==> config.mk <==
export PLATFORM = sky130hd
export DESIGN_NAME = johnson_decoder
export DESIGN_NICKNAME = d
export VERILOG_FILES = /design/src/rtl/johnson_decoder_pkg.sv /design/src/rtl/johnson_decoder_code_check.sv /design/src/rtl/johnson_decoder.sv
export SDC_FILE = /design/constraint.sdc
export NUM_CORES = 1
export LEC_CHECK = 0
export ABC_AREA = 0
export BUFFER_PORTS_ARGS = -buffer_cell sky130_fd_sc_hd__buf_2
export CAP_MARGIN = 40
export CORE_UTILIZATION = 35
export CTS_CLUSTER_DIAMETER = 120
export DETAILED_ROUTE_END_ITERATION = 12
export GPL_ROUTABILITY_DRIVEN = 0
export PLACE_DENSITY = 0.69
export SLEW_MARGIN = 20
export SYNTH_ARGS = -nofsm -noshare
export SYNTH_HDL_FRONTEND = slang
export SYNTH_HIERARCHICAL = 1
export SYNTH_SLANG_ARGS = --single-unit
==> constraint.sdc <==
create_clock -name clock -period 2.2 [get_ports clock]
set_input_delay 0.22 -clock clock [delete_from_list [all_inputs] [get_ports clock]]
set_output_delay 0.22 -clock clock [all_outputs]
set_load 0.03 [all_outputs]
==> src/rtl/johnson_decoder_pkg.sv <==
// Shared definitions for Johnson-code consumers: FSM state encodings and
// the index-width helper used to size decoded state indices.
package johnson_decoder_pkg;

   // Lock FSM encodings, kept as plain constants for legacy tool flows
   localparam logic [0:0] S_UNLOCKED = 1'b0;
   localparam logic [0:0] S_LOCKED   = 1'b1;

   // Width of a state index for an n-bit Johnson code (2n states)
   function automatic int johnson_idx_width(input int n);
      return $clog2(2 * n);
   endfunction

endpackage

==> src/rtl/johnson_decoder_code_check.sv <==
// Combinational Johnson-code checker: flags whether an N-bit code is one of
// the 2N legal Johnson states and converts it to its state index.
module johnson_code_check
   import johnson_decoder_pkg::*;
#(
   parameter int N  = 5,
   parameter int IW = johnson_idx_width(N)
) (
   input  logic [N-1:0]  jin,
   output logic          legal,
   output logic [IW-1:0] idx_next
);

   logic [IW-1:0] edge_cnt;
   logic [IW-1:0] one_cnt;

   // Count adjacent-bit transitions and ones, then derive legality and index
   always_comb begin
      edge_cnt = '0;
      one_cnt  = '0;
      for (int i = 0; i < N - 1; i++) begin
         edge_cnt = edge_cnt + IW'(jin[i] ^ jin[i+1]);
      end
      for (int i = 0; i < N; i++) begin
         one_cnt = one_cnt + IW'(jin[i]);
      end
      // A Johnson code is a single run of ones at one end: at most one edge
      legal = (edge_cnt <= IW'(1));
      // Upper half of the cycle (MSB set) counts down from 2N; modular
      // arithmetic keeps this correct when 2N is a power of two
      if (jin[N-1]) begin
         idx_next = IW'(2 * N) - one_cnt;
      end else begin
         idx_next = one_cnt;
      end
   end

endmodule

==> src/rtl/johnson_decoder.sv <==
// Johnson-counter receive-side monitor: decodes sampled codes to index and
// one-hot, tracks lock, flags illegal codes and out-of-order steps, and
// counts completed cycles with a saturating wrap counter.
module johnson_decoder
   import johnson_decoder_pkg::*;
#(
   parameter  int N      = 5,
   parameter  int WRAP_W = 8,
   localparam int IW     = johnson_idx_width(N)
) (
   input  logic              clock,
   input  logic              Reset,
   input  logic              en,
   input  logic [N-1:0]      jin,
   output logic [IW-1:0]     idx,
   output logic [2*N-1:0]    onehot,
   output logic              valid,
   output logic              locked,
   output logic              code_err,
   output logic              seq_err,
   output logic [WRAP_W-1:0] wraps
);

   localparam logic [IW-1:0] LAST_IDX = IW'(2 * N - 1);

   logic              legal;
   logic [IW-1:0]     idx_next;
   logic [IW-1:0]     idx_succ;
   logic [2*N-1:0]    onehot_next;
   logic [0:0]        state;

   logic [0:0]        state_d;
   logic [IW-1:0]     idx_d;
   logic [2*N-1:0]    onehot_d;
   logic              valid_d;
   logic              code_err_d;
   logic              seq_err_d;
   logic [WRAP_W-1:0] wraps_d;

   johnson_code_check #(
      .N  (N),
      .IW (IW)
   ) u_code_check (
      .jin      (jin),
      .legal    (legal),
      .idx_next (idx_next)
   );

   // Expected successor of the registered index (wraps at 2N) and the
   // one-hot image of the incoming sample
   always_comb begin
      if (idx == LAST_IDX) begin
         idx_succ = '0;
      end else begin
         idx_succ = idx + IW'(1);
      end
      onehot_next = {{(2*N-1){1'b0}}, 1'b1} << idx_next;
   end

   // Lock FSM and next values for all registered outputs
   always_comb begin
      state_d    = state;
      idx_d      = idx;
      onehot_d   = onehot;
      valid_d    = valid;
      code_err_d = 1'b0;
      seq_err_d  = 1'b0;
      wraps_d    = wraps;
      if (en) begin
         if (!legal) begin
            // Illegal code always drops lock; index is kept for diagnosis
            code_err_d = 1'b1;
            valid_d    = 1'b0;
            onehot_d   = '0;
            state_d    = S_UNLOCKED;
         end else begin
            case (state)
               S_UNLOCKED: begin
                  idx_d    = idx_next;
                  onehot_d = onehot_next;
                  valid_d  = 1'b1;
                  state_d  = S_LOCKED;
               end
               S_LOCKED: begin
                  if (idx_next == idx) begin
                     idx_d = idx;
                  end else if (idx_next == idx_succ) begin
                     idx_d    = idx_next;
                     onehot_d = onehot_next;
                     if ((idx == LAST_IDX) && (wraps != '1)) begin
                        wraps_d = wraps + WRAP_W'(1);
                     end else begin
                        wraps_d = wraps;
                     end
                  end else begin
                     // Skipped or backward step: flag it and resync
                     seq_err_d = 1'b1;
                     idx_d     = idx_next;
                     onehot_d  = onehot_next;
                  end
               end
               default: begin
                  state_d  = S_UNLOCKED;
                  valid_d  = 1'b0;
                  onehot_d = '0;
               end
            endcase
         end
      end else begin
         state_d = state;
      end
   end

   // Output and state registers, cleared asynchronously by Reset
   always_ff @(posedge clock or posedge Reset) begin
      if (Reset) begin
         state    <= S_UNLOCKED;
         idx      <= '0;
         onehot   <= '0;
         valid    <= 1'b0;
         code_err <= 1'b0;
         seq_err  <= 1'b0;
         wraps    <= '0;
      end else begin
         state    <= state_d;
         idx      <= idx_d;
         onehot   <= onehot_d;
         valid    <= valid_d;
         code_err <= code_err_d;
         seq_err  <= seq_err_d;
         wraps    <= wraps_d;
      end
   end

   assign locked = (state == S_LOCKED);

endmodule

# [Word-level counts from Yosys, hierarchy flattened]
# Index checks and enable logic that the tools add are counted.
[totals] in_bits=8 out_inout_bits=26 reg_bits=26
[classes] reduce_logical=5 shifts=1 mux=17 addsub=10 magnitude_cmp=1 bitwise_logic=6 n_eq_ne=7
[ops] cell="10-bit two-way mux" n=2
[ops] cell="10-bit one-hot mux with 2 select lines" n=1
[ops] cell="4-bit by 1-bit adder with 4-bit output" n=3
[ops] cell="4-bit adder" n=3
[ops] cell="4-bit two-way mux" n=3
[ops] cell="1-bit two-way mux" n=10
[ops] cell="1-bit by 4-bit << shifter with 10-bit output, first input constant" n=1
[ops] cell="8-bit by 1-bit adder with 8-bit output, second input constant" n=1
[ops] cell="4-bit equality test" n=2
[ops] cell="8-bit != test, second input constant" n=1
[ops] cell="4-bit one-hot mux with 2 select lines" n=1
[ops] cell="6-bit AND reduction" n=1
[ops] cell="4-bit by 1-bit adder with 4-bit output, second input constant" n=1
[ops] cell="4-bit equality test, second input constant" n=1
[ops] cell="4-bit by 1-bit less-or-equal comparator with 1-bit output, second input constant" n=1
[ops] cell="2-bit != test, second input constant" n=2
[ops] cell="2-bit AND reduction" n=2
[ops] cell="4-bit subtractor, first input constant" n=1
[ops] cell="1-bit XOR" n=4
[ops] cell="3-bit != test, second input constant" n=1
[ops] cell="3-bit AND reduction" n=1
[ops] cell="1-bit by 1-bit adder with 2-bit output" n=1
[ops] cell="1-bit NOT" n=2
[ops] cell="1-bit logical AND" n=1

# [Depth between registers and ports, before layout]
# Gate-level depths: netlist (run 1).
[depth] word_depth=12 ltp_mapped=15 ltp_nobuf=14

# [Cells and area by module]
# Netlist (run 1), hierarchy kept.
[by_module_without_submodules] mod="johnson_decoder" seq_area_each_um2=650.6 area_per_inst_um2=1229.9 cells_per_inst=113 instances=1
[by_module_without_submodules] mod="johnson_code_check" seq_area_each_um2=0.0 area_per_inst_um2=201.4 cells_per_inst=21 instances=1

# [Worst setup path after synthesis (run 1)]
# Ideal clock, no wire load.
[synth_timing] kind="input -> register" startpoint="input jin[0]" endpoint="register wraps[1]" t_arrival_ps=3630 stages=12 required_time_ps=2075 setup_slack_ps=-1554 path_cell_list="inv_1 fa_1 inv_1 fa_1 fa_1 a21oi_1 buf_6 or4b_1 a31oi_1 a311oi_1 nor4_4 mux2_2"
[synth_between] elab_chain_cells=9 elab_cells_between_ends=15 cone_classes="8 x add/sub; 1 x order compare; 2 x eq/ne; 1 x mux; 2 x bitwise; 1 x reduce/logical"
[synth_lines] element="start, declared" line_no="johnson_decoder.sv:14" rtl="input logic [N-1:0] jin,"
[synth_lines] element="1-bit by 1-bit adder with 2-bit output *" line_no="johnson_decoder_code_check.sv:25" rtl="one_cnt = one_cnt + IW'(jin[i]);"
[synth_lines] element="4-bit by 1-bit adder with 4-bit output * (3 in a row)" line_no="johnson_decoder_code_check.sv:25"
[synth_lines] element="4-bit subtractor" line_no="johnson_decoder_code_check.sv:32" rtl="idx_next = IW'(2 * N) - one_cnt;"
[synth_lines] element="4-bit two-way mux *" line_no="johnson_decoder_code_check.sv:31" rtl="if (jin[N-1]) begin"
[synth_lines] element="net idx_next[0]" line_no="johnson_decoder.sv:27" rtl="logic [IW-1:0] idx_next;"
[synth_lines] element="4-bit equality test" line_no="johnson_decoder.sv:85" rtl="if (idx_next == idx) begin"
[synth_lines] element="1-bit NOT (no source line)"
[synth_lines] element="6-bit AND reduction (no source line) *"
[synth_lines] element="end signal, assigned" line_no="johnson_decoder.sv:131" rtl="wraps <= wraps_d;"
[synth_lines] element="end, declared" line_no="johnson_decoder.sv:21" rtl="output logic [WRAP_W-1:0] wraps"
# Mark *: on every way through the listed nets, which the timed path passes. The rest lies on a longest branch.
# A chain may end at the register's enable or synchronous reset.

# [Final worst setup path (run 1)]
[layout_timing] startpoint="input jin[3]" endpoint="register wraps[1]"
[layout_between] elab_chain_cells=7 elab_cells_between_ends=13 cone_classes="5 x add/sub; 1 x order compare; 2 x eq/ne; 1 x mux; 3 x bitwise; 1 x reduce/logical"
[layout_lines] element="4-bit by 1-bit adder with 4-bit output * (2 in a row)" line_no="johnson_decoder_code_check.sv:25"
[layout_lines] element="4-bit subtractor" line_no="johnson_decoder_code_check.sv:32"
[layout_lines] element="4-bit two-way mux *" line_no="johnson_decoder_code_check.sv:31"
[layout_lines] element="net idx_next[0]" line_no="johnson_decoder.sv:27"
[layout_lines] element="4-bit equality test" line_no="johnson_decoder.sv:85"
[layout_lines] element="1-bit NOT (no source line)"
[layout_lines] element="6-bit AND reduction (no source line) *"
# Marks and branches as above.

==> results of run 1 <==
## flip-flops by register name, summed over array words and instances, names as in the netlist
name      flops
code_err      1
onehot       10
idx           4
valid         1
seq_err       1
locked        1
wraps         8
## repair_timing
action,in CTS,in global routing
cloned,3,0
hold buffers,1,0
gates resized for setup,23,33
buffers inserted,3,2
hold endpoints to repair,26,0
endpoints found under the setup margin,22,22
pin swaps,7,18
## final timing paths
| check | end | start | slack [ns] |
|---|---|---|---|
| max in group asynchronous | onehot[3] | Reset | 1.41 |
| min | locked | en | 0.24 |
| min reg2reg | onehot[2] | onehot[2] | 0.49 |
| min in group asynchronous | wraps[5] | Reset | 0.53 |
| max reg2reg | wraps[1] | idx[3] | 0.24 |
| max | wraps[1] | jin[3] | -1.06 |
## final cells by class
| cell class | instances | area, um2 |
|---|---|---|
| clock inverters | 1 | 30.03 |
| inverters | 10 | 47.55 |
| multi-input cells | 93 | 932.1 |
| clock buffers | 3 | 41.29 |
| repair buffers | 62 | 429.2 |
| well taps | 48 | 60.06 |
| fillers | 323 | 1608 |
| flip-flops and latches | 26 | 650.6 |
## cells by family after synthesis
family                     Yosys count  synth area share [%]
and+or+nand+nor                     45                 17.74
AOI/OAI and AO/OA                   19                 9.266
xor gates and xnor gates            16                 9.790
adders and majority gates            8                 9.091
DFF                                 26                 45.45
muxes                                5                 4.195
buffers and inverters               15                 4.458
## per-layer routing
layer,vias to the layer above,track usage [%]
met5,-,0
met4,0,7.979
met3,7,1.552
met2,28,31.76
met1,611,17.73
li1,591,-
## per-stage QoR
step / cell area (um2) / utilization, % / setup WS [ns] / cells
after floorplan: 1473 / - / -1.269 / 134
after global placement: 1829 / 48.16 / -1.345 / 232
after detailed placement: 1829 / 48.16 / -1.485 / 232
after CTS: 2047 / 53.89 / -1.073 / 243
after global routing: 2191 / 57.67 / -1.139 / 243
final: 2191 / 57.67 / -1.058 / 243
## worst max-delay path, delay by kind of cell
family,cells,cell delay (ns)
adder cells (fa/ha/maj),3,1.59
AND/OR/NAND/NOR,2,0.69
buffers and inverters,4,0.34
AO/OA/AOI/OAI,3,0.30
multiplexers,1,0.29
## power by group through the flow
stage	sequential (W)	clock [W]	combinational, W
finish	0.000625	0.000406	0.000963
global route	0.000632	0.000427	0.00104
CTS	0.000615	0.000412	0.000878
detailed placement	0.000617	0	0.000771
global placement	0.000614	0	0.000739
floorplan	0.000737	0	0.000407
## synth_stat cells, types with 3 or more instances
| cell type | count |
|---|---|
| fa_1 | 4 |
| clkbuf_1 | 4 |
| o31ai_1 | 7 |
| dfrtp_1 | 26 |
| xnor2_1 | 10 |
| inv_1 | 10 |
| ha_1 | 4 |
| mux2_2 | 4 |
| nand4_1 | 8 |
| o21ai_0 | 3 |
| nor2_1 | 5 |
| o41ai_1 | 3 |
| a21oi_1 | 3 |
| xor2_1 | 6 |
| nand2_1 | 18 |
==> results list, run 1 <==
- The run finished, with violations left.
* Violated checks: setup timing
* CP startpoint kind: primary input
- A synthesized cell averages approximately 11 um2.
- Cells on worst reg2reg path: 6
* Cell Rows: 22
* Number of endpoints failing setup at the final stage: 21
* DR WL/cell: approximately 14 um
- CP Capture Type: flip-flop
- VDD sags by at most 0.0004088 V.
* Final routed DRC violation total: 0
- Max Clock Skew: 0.001436 ns
- Counting stages on the worst path, the most repeated cell is fa_1.
* Count of mapped cells out of synthesis: 134
- Setup repair after global routing could not meet its margin everywhere.
- Fraction of power consumed by combinational cells: 48.3%
- The synthesized design contains 0 enable-type register cells.
- Net count, final: roughly 210
* Largest net degree at the start of global routing: 27
* Via count of the first global-routing pass: 1247
- Synth Register Bits: 26
- Total Die Area: ~4300 um2
- Wire length on met3: 90 um
- Power density normalized to cell area: 910.7 nW/um2
- Post-Syn Area: 1431 um2
* Most used flip-flop cell after synthesis: dfrtp_1
* Sequential share of power: 31.3%
* Final-layout setup total negative slack: -16.52 ns
- After detailed routing, the total wire length is 3.465 mm.
- Worst-Margin Slew: about 0.43 ns
- Across all setup checks in the final design, the least slack found is -1.058 ns.
- Clock-pin slew was measured on the worst setup and hold paths at 0.09 ns.
* Die span in x: 65.95 um
- Area Growth Syn to Fin: 53.06%
- Critical path start-end classification: in2reg
- At the later pin of the worst-skew pair, clock insertion delay measures 0.28 ns.
- Fin. Hold Viols: 0
- In this run, CTS created clock tree buffers numbering 3.
- Number of detailed-route iterations in the first pass: 4
* DP HPWL: ~2.4 mm
- Class of the most critical hold timing path: in2reg
* TritonCTS clock tree: done
* Net switching power: just under 0.0008 W
* Library cell with the largest summed area after synthesis: dfrtp_1
- Number of antenna diodes: 0
- The internal portion of the total power is 0.001206 W.
* Root Buffer: clkbuf_8
- The number of max-slew violations in the final report was 0.
* Initial antenna violation count: 0
- After detailed routing, the met2 layer carries approximately 1.9 mm of wire.
- Clock network fraction of total power: 20.4%
- In this run, the number of DRC markers left after iteration 0 of detailed routing was 15.
* Share of total power consumed by net switching: 39.55%
- Share of synthesized flip-flops with an asynchronous set or reset: 100.0%
* Slowest stage delay, CP: 0.59 ns
* Reported max-cap violation count: 0
- During synthesis, Yosys emitted a total of 6 warnings.
* Final critical-path share of the clock period: 148.1%
- Highest layer used for signal routing: met4
* # clock sinks: 26
- Timing-limited maximum frequency: 307.0 MHz
* Static Leakage: 1.086 nW
- Starting density of the core: a little under two fifths
- I/O pin count: 34
- Library cells used by synthesis: 30
* Fraction of the yosys area taken by sequential cells: ~45%
- Leading post-synthesis cells by cell area: dfrtp_1 (45%), xnor2_1 (6.1%), fa_1 (5.6%), nand2_1 (4.7%), o31ai_1 (3.7%)
* Total congestion overflow after global routing: 0
- Hold timing on the final database bottoms out at a slack of 0.2409 ns.
* Overall track demand over capacity in global routing: 16.51%
- Leaving out fill and tap cells, the most frequent cell in the layout is buf_2.
* Critical path fanouts, max: 8
* Instance count along the most critical hold path: 2
* Via density per instance: 5.091
* Routed via count: around 1200
* Wire length of the first global-routing pass: 5.388 mm
- Measured along the y axis, the die boundary spans between 60 and 70 um.
* Crit-path slowest cell: fa_2
- Count of H-tree levels built during CTS: 1
- Cell Chain, Critical Path: buf_8, inv_8, fa_1, inv_1, fa_1, fa_2, a21oi_4, or4b_4, a31oi_4, a311oi_4, nor4_4, buf_6, mux2_4
* Number of buffers between clock root and the deepest sink: 2
- Leading cell types in the layout, fill and taps excluded: buf_2 (32), dfrtp_1 (26), buf_4 (19)
- The detailed router put a total of 1.390 mm of wire on met1.
- The design draws around 0.002 W.
- Counting I/O delays and the setup requirement, the final critical path takes 3.258 ns.
- Post-route antenna net violation count: 0
* Core box area: ~3800 um2
- At the worst endpoint, the required time is approximately 2.4 ns.
* Proportion of netlist area held by the largest area contributor: a little under half
* PortBufs: 33
- Slew margin rel.: 71.39%
- Fraction of layout cells with a size suffix above 1: 55.38%
- For the worst setup path, the data arrival time is 3.43 ns.
- Mapped Nets: 150
(Power assumes the default switching activity.)
==> run 2: changes to the inputs <==
==> constraint.sdc (replaced) <==
create_clock -name clock -period 2.2 [get_ports clock]
set_input_delay 0 -clock clock [delete_from_list [all_inputs] [get_ports clock]]
set_output_delay 0 -clock clock [all_outputs]
set_load 0.03 [all_outputs]
==> run 2 against run 1 <==
The flow still finishes with violations (setup timing). Final cell count rose by 1.2%. Clock power down 2%. Clock-buffer cell count did not move. Sequential share of layout area increased by 1.1 points. Global-route usage increased by 0.46 points. Sequential cell count unchanged. Clock skew is 0.0045 ns higher. Die area is the same. Design area fell by 3.5%. Total power decreased by 1.2%. Sequential power is essentially flat. Largest cell class unchanged. Highest routed layer unchanged.
==> results list, run 2 (synthesized netlist as in run 1, its figures left out) <==
- Number of CTS-inserted buffers: 3 (unchanged)
- Setup repair after global routing missed its margin: yes (unchanged).
* Number of standard cells in the layout, taps in and fillers out: 246 (was 243)
- The slew at the pin closest to its max-slew limit came to 0.5519 ns (was 0.4291 ns).
- The count of clock tree sinks was 26 (unchanged).
- The total grt overflow came to 0 (unchanged).
- Number of endpoints failing setup at the final stage: 20 (was 21)
* Total Die Area: 4349 um2 (unchanged)
- Final routed DRC violation total: 0 (unchanged)
- The growth of design area from synthesis to finish is 47.64% (was 53.06%).
- Top register by number of flip-flops: onehot (unchanged)
* CP Capture Type: flip-flop (unchanged)
- The leading cell type in the layout, fill and taps excluded was buf_2 (unchanged).
- The number of antenna diodes came to 0 (unchanged).
* Worst Path Arrival: 3.21 ns (was 3.43 ns)
* Timing-limited maximum frequency: 328.3 MHz (was 307.0 MHz)
- Clock insertion delay at the later pin of the skew report: 0.27 ns (was 0.28 ns)
- Flip-flop count of the largest register after layout: 10 (unchanged)
- CP startpoint kind: primary input (unchanged)
* Post-route antenna net violation count: 0 (unchanged)
- DRT Wirelength: 3.452 mm (was 3.465 mm)
- The half-perimeter wire length of the detailed placement result came to 2.530 mm (was 2.384 mm).
* I/O pin count: 34 (unchanged)
- The TritonCTS clock tree is done (unchanged).
* Post-place instance area: 1829 um2 (unchanged)
* Outcome: finished, violations left (unchanged)
- Final critical-path share of the clock period: 138.5% (was 148.1%)
- Wire length of the first global-routing pass: 5.520 mm (was 5.388 mm)
* DR WL/cell: 14.03 um (was 14.26 um)
* Static Leakage: 1.063 nW (was 1.086 nW)
- Registers with the most flip-flops: onehot x10, wraps x8, idx x4 (unchanged).
- The number of max-slew violations in the final report came to 0 (unchanged).
- The starting density of the core is 37.68% (unchanged).
* Class of the most critical hold timing path: in2reg (unchanged)
* Violated checks: setup timing (unchanged)
* Net count, final: 215 (was 212)
- Clock transition at the registers of the reported paths: 0.09 ns (about the same)
- The initial DRC count came to 23 (was 15).
* Total power after layout: 0.001972 W (was 0.001995 W)
* Routed via count: 1249 (was 1237)
* Leading cell types in the layout, fill and taps excluded: buf_2 (31), dfrtp_1 (26), buf_4 (22) (was buf_2 (32), dfrtp_1 (26), buf_4 (19))
- Place WS: -1.271 ns (was -1.485 ns)
- The worst slew slack as a fraction of its limit was 63.16% (was 71.39%).
* Post-route cell area: 2113 um2 (was 2191 um2)
* Max Clock Skew: 0.005915 ns (was 0.001436 ns)
* Count of H-tree levels built during CTS: 1 (unchanged)
- The detailed-route vias per instance was 5.077 (was 5.091).
- Fin. Hold Viols: 0 (unchanged)
- The placeable core region came to 3799 um2 (unchanged).
- Initial antenna violation count: 0 (unchanged)
- Critical path fanouts, max: 8 (unchanged)
- The critical path class was in2reg (unchanged).
- Reported max-cap violation count: 0 (unchanged)
- PortBufs: 33 (unchanged)
* Maximum VDD drop: 0.0006101 V (was 0.0004088 V)
- The number of rows created at floorplan is 22 (unchanged).
- The total power density per cell area was 933.1 nW/um2 (was 910.7 nW/um2).
* Smallest setup slack after layout: -0.8463 ns (was -1.058 ns)
- The number of global-route vias before repair was 1236 (was 1247).
* Overall track demand over capacity in global routing: 16.97% (was 16.51%)
- Fraction of layout cells with a size suffix above 1: 46.46% (was 55.38%)
- The required time reported for the critical path endpoint was 2.36 ns (was 2.37 ns).
- Vertical extent of the die: 65.95 um (unchanged)
- The instance count after placement with tap cells included is 231 (was 232).
- The length of the first detailed-routing pass in iterations is 6 (was 4).
- Utilization of the core after routing: 55.63% (was 57.67%)
* Number of buffers between clock root and the deepest sink: 2 (unchanged)
- Root Buffer: clkbuf_8 (unchanged)
* Final critical delay including setup and external delays: 3.046 ns (was 3.258 ns)
* Die span in x: 65.95 um (unchanged)
- Largest net degree at the start of global routing: 16 (was 27)
==> run 2: cell count changes in the layout (fill, tap and decap cells not counted), sizes merged <==
cell	change
buf	+3
==> run 2: power by group <==
group          total, W  switching (W)  internal, W
clock network  0.000398       0.000154     0.000244
registers      0.000625      0.0000848     0.000540
logic          0.000950       0.000517     0.000433
==> run 2: timing repair <==
item	4_1_cts	5_1_grt
resized for setup	26	7
endpoints found under the setup margin	21	20
buffers inserted	6	3
cloned	2	0
hold buffers	1	0
pin swaps	6	9
hold endpoints to repair	12	0
==> run 2: metrics by stage <==
| stage | hold WS [ns] | setup TNS (ns) |
|---|---|---|
| 3_3_place_gp | 0.2475 | -18.53 |
| 4_1_cts | 0.04439 | -12.81 |
| 3_5_place_dp | 0.07622 | -21.17 |
| 5_1_grt | 0.06380 | -14.95 |
| 2_1_floorplan | 0.04002 | -13.17 |
| 6_report | 0.03834 | -12.65 |
==> run 2: path summary, 6_finish.rpt <==
path,startpoint,end,slack [ns],depth (start not counted)
worst min register to register,onehot[4],onehot[4],0.47,2
min in group asynchronous,Reset,onehot[6],0.30,3
worst max-delay path,jin[3],wraps[1],-0.85,14
max in group asynchronous,Reset,wraps[7],1.41,4
worst max register to register,idx[3],wraps[1],0.20,6
worst min-delay path,en,locked,0.04,2
==> run 2: layer usage <==
| layer | track usage [%] | up-vias | wire [um] |
|---|---|---|---|
| li1 | - | 595 | - |
| met1 | 18.86 | 612 | 1467 |
| met2 | 30.74 | 32 | 1782 |
| met3 | 2.759 | 10 | 101 |
| met4 | 8.777 | 0 | 100 |
| met5 | 0 | - | 0 |
==> run 2: area by class of cell <==
class	instances	area (um2)
fill	334	1685
multi-input combinational	93	822.0
inverter	10	47.55
sequential	26	650.6
clock inverter	1	30.03
timing repair buffer	65	461.7
clock buffer	3	41.29
tap	48	60.06
==> run 2: critical path: stages <==
cell and delay [ns]:
buf_8 0.09, inv_8 0.02, fa_1 0.52, inv_1 0.05, fa_1 0.54, fa_2 0.48
a21oi_4 0.19, buf_6 0.12, xnor2_1 0.13, nand4_1 0.16, a2bb2oi_2 0.19, nor4_4 0.26
buf_6 0.16, mux2_4 0.30
==> run 3: changes to the inputs <==
--- a/config.mk
+++ b/config.mk
@@ -8,11 +8,11 @@
 export ABC_AREA = 0
 export BUFFER_PORTS_ARGS = -buffer_cell sky130_fd_sc_hd__buf_2
 export CAP_MARGIN = 40
-export CORE_UTILIZATION = 35
+export CORE_UTILIZATION = 47
 export CTS_CLUSTER_DIAMETER = 120
 export DETAILED_ROUTE_END_ITERATION = 12
 export GPL_ROUTABILITY_DRIVEN = 0
-export PLACE_DENSITY = 0.69
+export PLACE_DENSITY = 0.85
 export SLEW_MARGIN = 20
 export SYNTH_ARGS = -nofsm -noshare
 export SYNTH_HDL_FRONTEND = slang
==> run 3 against run 2 <==
Sequential power grew 0.8%. The run ends with DRC, setup timing left. Clock power shrank 51%. Sequential cell count is the same. Critical path type unchanged.
==> results list, run 3 (synthesized netlist as in run 1, its figures left out) <==
* Outcome: finished, violations left (unchanged)
* Violated checks: DRC, setup timing (was setup timing)
- Registers with the most flip-flops: onehot x10, wraps x8, idx x4 (unchanged)
* I/O pin count: 34 (unchanged)
- Post-route antenna net violation count: 0 (unchanged)
* Leading cell types in the layout, fill and taps excluded: buf_2 (32), dfrtp_1 (26), buf_4 (24) (was buf_2 (31), dfrtp_1 (26), buf_4 (22))
- Met1 Use GR: 25.67% (was 18.86%)
- The worst-case hold slack came to 0.2464 ns (was 0.03834 ns).
- Area Growth Syn to Fin: 43.88% (was 47.64%)
- The max-capacitance violation count was 0 (unchanged).
- The maximum clock path buffer count is 2 (unchanged).
* Routed via count: 1310 (was 1249)
- Max Clock Skew: 0.005324 ns (was 0.005915 ns)
* Final critical delay including setup and external delays: 3.089 ns (was 3.046 ns)
- The instance count after placement with tap cells included is 212 (was 231).
- The cell leakage power came to 1.040 nW (was 1.063 nW).
* Setup repair after global routing missed its margin: yes (unchanged)
* Flip-flop count of the largest register after layout: 10 (unchanged)
- The maximum clock rate is 323.8 MHz (was 328.3 MHz).
* Global routing met3 resource utilization: 3.628% (was 2.759%)
- Smallest setup slack after layout: -0.8887 ns (was -0.8463 ns)
* Cell Chain, Critical Path: buf_8, inv_8, fa_1, inv_1, fa_2, fa_2, a21oi_4, buf_4, xnor2_2, nand4_1, nand4_1, nor4_4, buf_6, nand4_1, xnor2_1 (was buf_8, inv_8, fa_1, inv_1, fa_1, fa_2, a21oi_4, buf_6, xnor2_1, nand4_1, a2bb2oi_2, nor4_4, buf_6, mux2_4)
- Number of CTS-inserted buffers: 3 (unchanged)
- The starting density of the core came to 50.60% (was 37.68%).
- The setup slack at placement was -1.261 ns (was -1.271 ns).
- The relative contribution of sequential cells to total power is 35.4% (was 31.7%).
- Worst-Margin Slew: 0.5366 ns (was 0.5519 ns)
* Overall track demand over capacity in global routing: 23.35% (was 16.97%)
- The most numerous cell type found on the critical path is nand4_1.
* Vertical extent of the die: 57.19 um (was 65.95 um)
- Top register by number of flip-flops: onehot (unchanged)
- Max-slew violation count: 0 (unchanged)
- Worst reg2reg setup slack: 0.09 ns (was 0.20 ns)
* Most frequent standard cell in the layout excluding fill and tap cells: buf_2 (unchanged)
- The total power draw is 0.001777 W (was 0.001972 W).
* Final routed DRC violation total: 2 (was 0)
- Net switching power: 0.0007646 W (was 0.0007556 W)
- DR WL/cell: 16.93 um (was 14.03 um)
- Clock insertion delay at the later pin of the skew report: 0.31 ns (was 0.27 ns)
* Number of violations reported at the end of detailed-routing iteration 0: 74 (was 23)
* Critical path start-end classification: in2reg (unchanged)
- The half-perimeter wire length of the detailed placement result came to 2.451 mm (was 2.530 mm).
- The type of the worst min-delay path is in2async (was in2reg).
- The TritonCTS clock tree is done (unchanged).
* Share of total power consumed by net switching: 43.02% (was 38.32%)
- The critical path arrival came to 3.30 ns (was 3.21 ns).
- Initial antenna violation count: 0 (unchanged)
- The wire length of the first global-routing pass is 5.761 mm (was 5.520 mm).
* Crit-path slowest cell: fa_2 (was fa_1)
- Largest net degree at the start of global routing: 15 (was 16)
- Total congestion overflow after global routing: 0 (unchanged)
- The maximum vdd drop came to 0.0005076 V (was 0.0006101 V).
- The detailed-route vias per instance came to 5.746 (was 5.077).
* Cell family with the largest share of critical-path delay: adder cells (unchanged)
- The total die area is 3270 um2 (was 4349 um2).
- Power density normalized to cell area: 862.9 nW/um2 (was 933.1 nW/um2)
* Internal power contribution: 0.001013 W (was 0.001216 W)
- Slowest stage delay, CP: 0.55 ns (was 0.54 ns)
- The proportion of layout cells with a drive suffix above 1 came to 46.19% (was 46.46%).
* Most used routing layer in global routing: met2 (unchanged)
- Final critical-path share of the clock period: 140.4% (was 138.5%)
* PortBufs: 33 (unchanged)
* Number of endpoints failing setup at the final stage: 20 (unchanged)
- Count of H-tree levels built during CTS: 1 (unchanged)
- CP startpoint kind: primary input (unchanged)
* Number of antenna diodes: 0 (unchanged)
- Clock network fraction of total power: 11.1% (was 20.2%)
- The placeable core region was 2829 um2 (was 3799 um2).
* Fin. Hold Viols: 0 (unchanged)
* Critical path fanouts, max: 7 (was 8)
* Number of detailed-route iterations in the first pass: 8 (was 6)
- The library cell used as clock root buffer was clkbuf_4 (was clkbuf_8).
- Cell Rows: 19 (was 22)
- Required time of the worst setup path: 2.41 ns (was 2.36 ns)
- The net count of the finished layout came to 215 (unchanged).
- The total buffers and inverters traversed by the critical path was 5 (unchanged).
- Slew margin rel.: 64.19% (was 63.16%)
* # clock sinks: 26 (unchanged)
* Utilization of the core after routing: 72.80% (was 55.63%)
* Met2 layer usage reported by global route: 43.36% (was 30.74%)
* Die span in x: 57.19 um (was 65.95 um)
- The wire length reported by the detailed router was 3.859 mm (was 3.452 mm).
- Number of standard cells in the layout, taps in and fillers out: 228 (was 246)
- Via count of the first global-routing pass: 1271 (was 1236)
* CP Capture Type: flip-flop (unchanged)
* Fraction of power consumed by combinational cells: 53.5% (was 48.2%)
- The clock-pin transition on the worst setup and hold timing paths is 0.13 ns (was 0.09 ns).
==> run 3: cell count changes in the layout (fill, tap and decap cells not counted), moves of 2 or more <==
cell / before / now
buf_6: 9 / 5
clkbuf_4: 0 / 3
clkbuf_8: 3 / 0
buf_4: 22 / 24
==> run 3: final timing paths <==
check | startpoint | cells after the start | to
max in group asynchronous | Reset | 4 | idx[1]
setup reg to reg | idx[1] | 7 | wraps[6]
setup / recovery | jin[3] | 15 | wraps[6]
hold reg to reg | onehot[4] | 2 | onehot[4]
hold / removal | Reset | 3 | idx[2]
min in group clock | jin[4] | 6 | onehot[3]
==> run 3: layout make-up <==
type	instances	area (um2)
Sequential cell	26	650.6
Fill cell	196	769.5
Clock buffer	3	22.52
Multi-Input combinational cell	93	855.8
Timing Repair Buffer	65	446.7
Inverter	10	45.04
Tap cell	31	38.79
==> run 3: metal layers <==
metal	vias to the layer above	routed length, um
li1	593	-
met1	651	1406
met2	52	2167
met3	14	187
met4	0	99
met5	-	0
==> run 3: repair_timing <==
action | in CTS | in global routing
hold buffers | 2 | 0
buffers inserted | 4 | 4
endpoints found under the setup margin | 21 | 20
cloned | 1 | 2
endpoints found under the hold margin | 15 | 0
pin swaps | 3 | 7
resized for setup | 19 | 12
==> run 3: per-stage QoR <==
step / setup TNS, ns / cell area [um2]
floorplan: -13.17 / 1473
global placement: -17.33 / 1778
detailed placement: -19.43 / 1793
CTS: -10.05 / 1966
global route: -15.94 / 2059
finish: -14.21 / 2059
==> run 3: power by group through the flow <==
stage          logic [W]  registers [W]  clock network [W]
2_1_floorplan   0.000406       0.000737                  0
3_3_place_gp    0.000707       0.000615                  0
3_5_place_dp    0.000740       0.000621                  0
4_1_cts         0.000861       0.000619           0.000202
5_1_grt          0.00101       0.000637           0.000217
6_report        0.000951       0.000630           0.000196
==> run 3: worst reg2reg max path: cells and delay by family, from the launching register on <==
family,cells,cell delay [ns]
xor+xnor,2,0.34
simple gates,4,0.84
buf+inv,1,0.18
flops,1,0.66
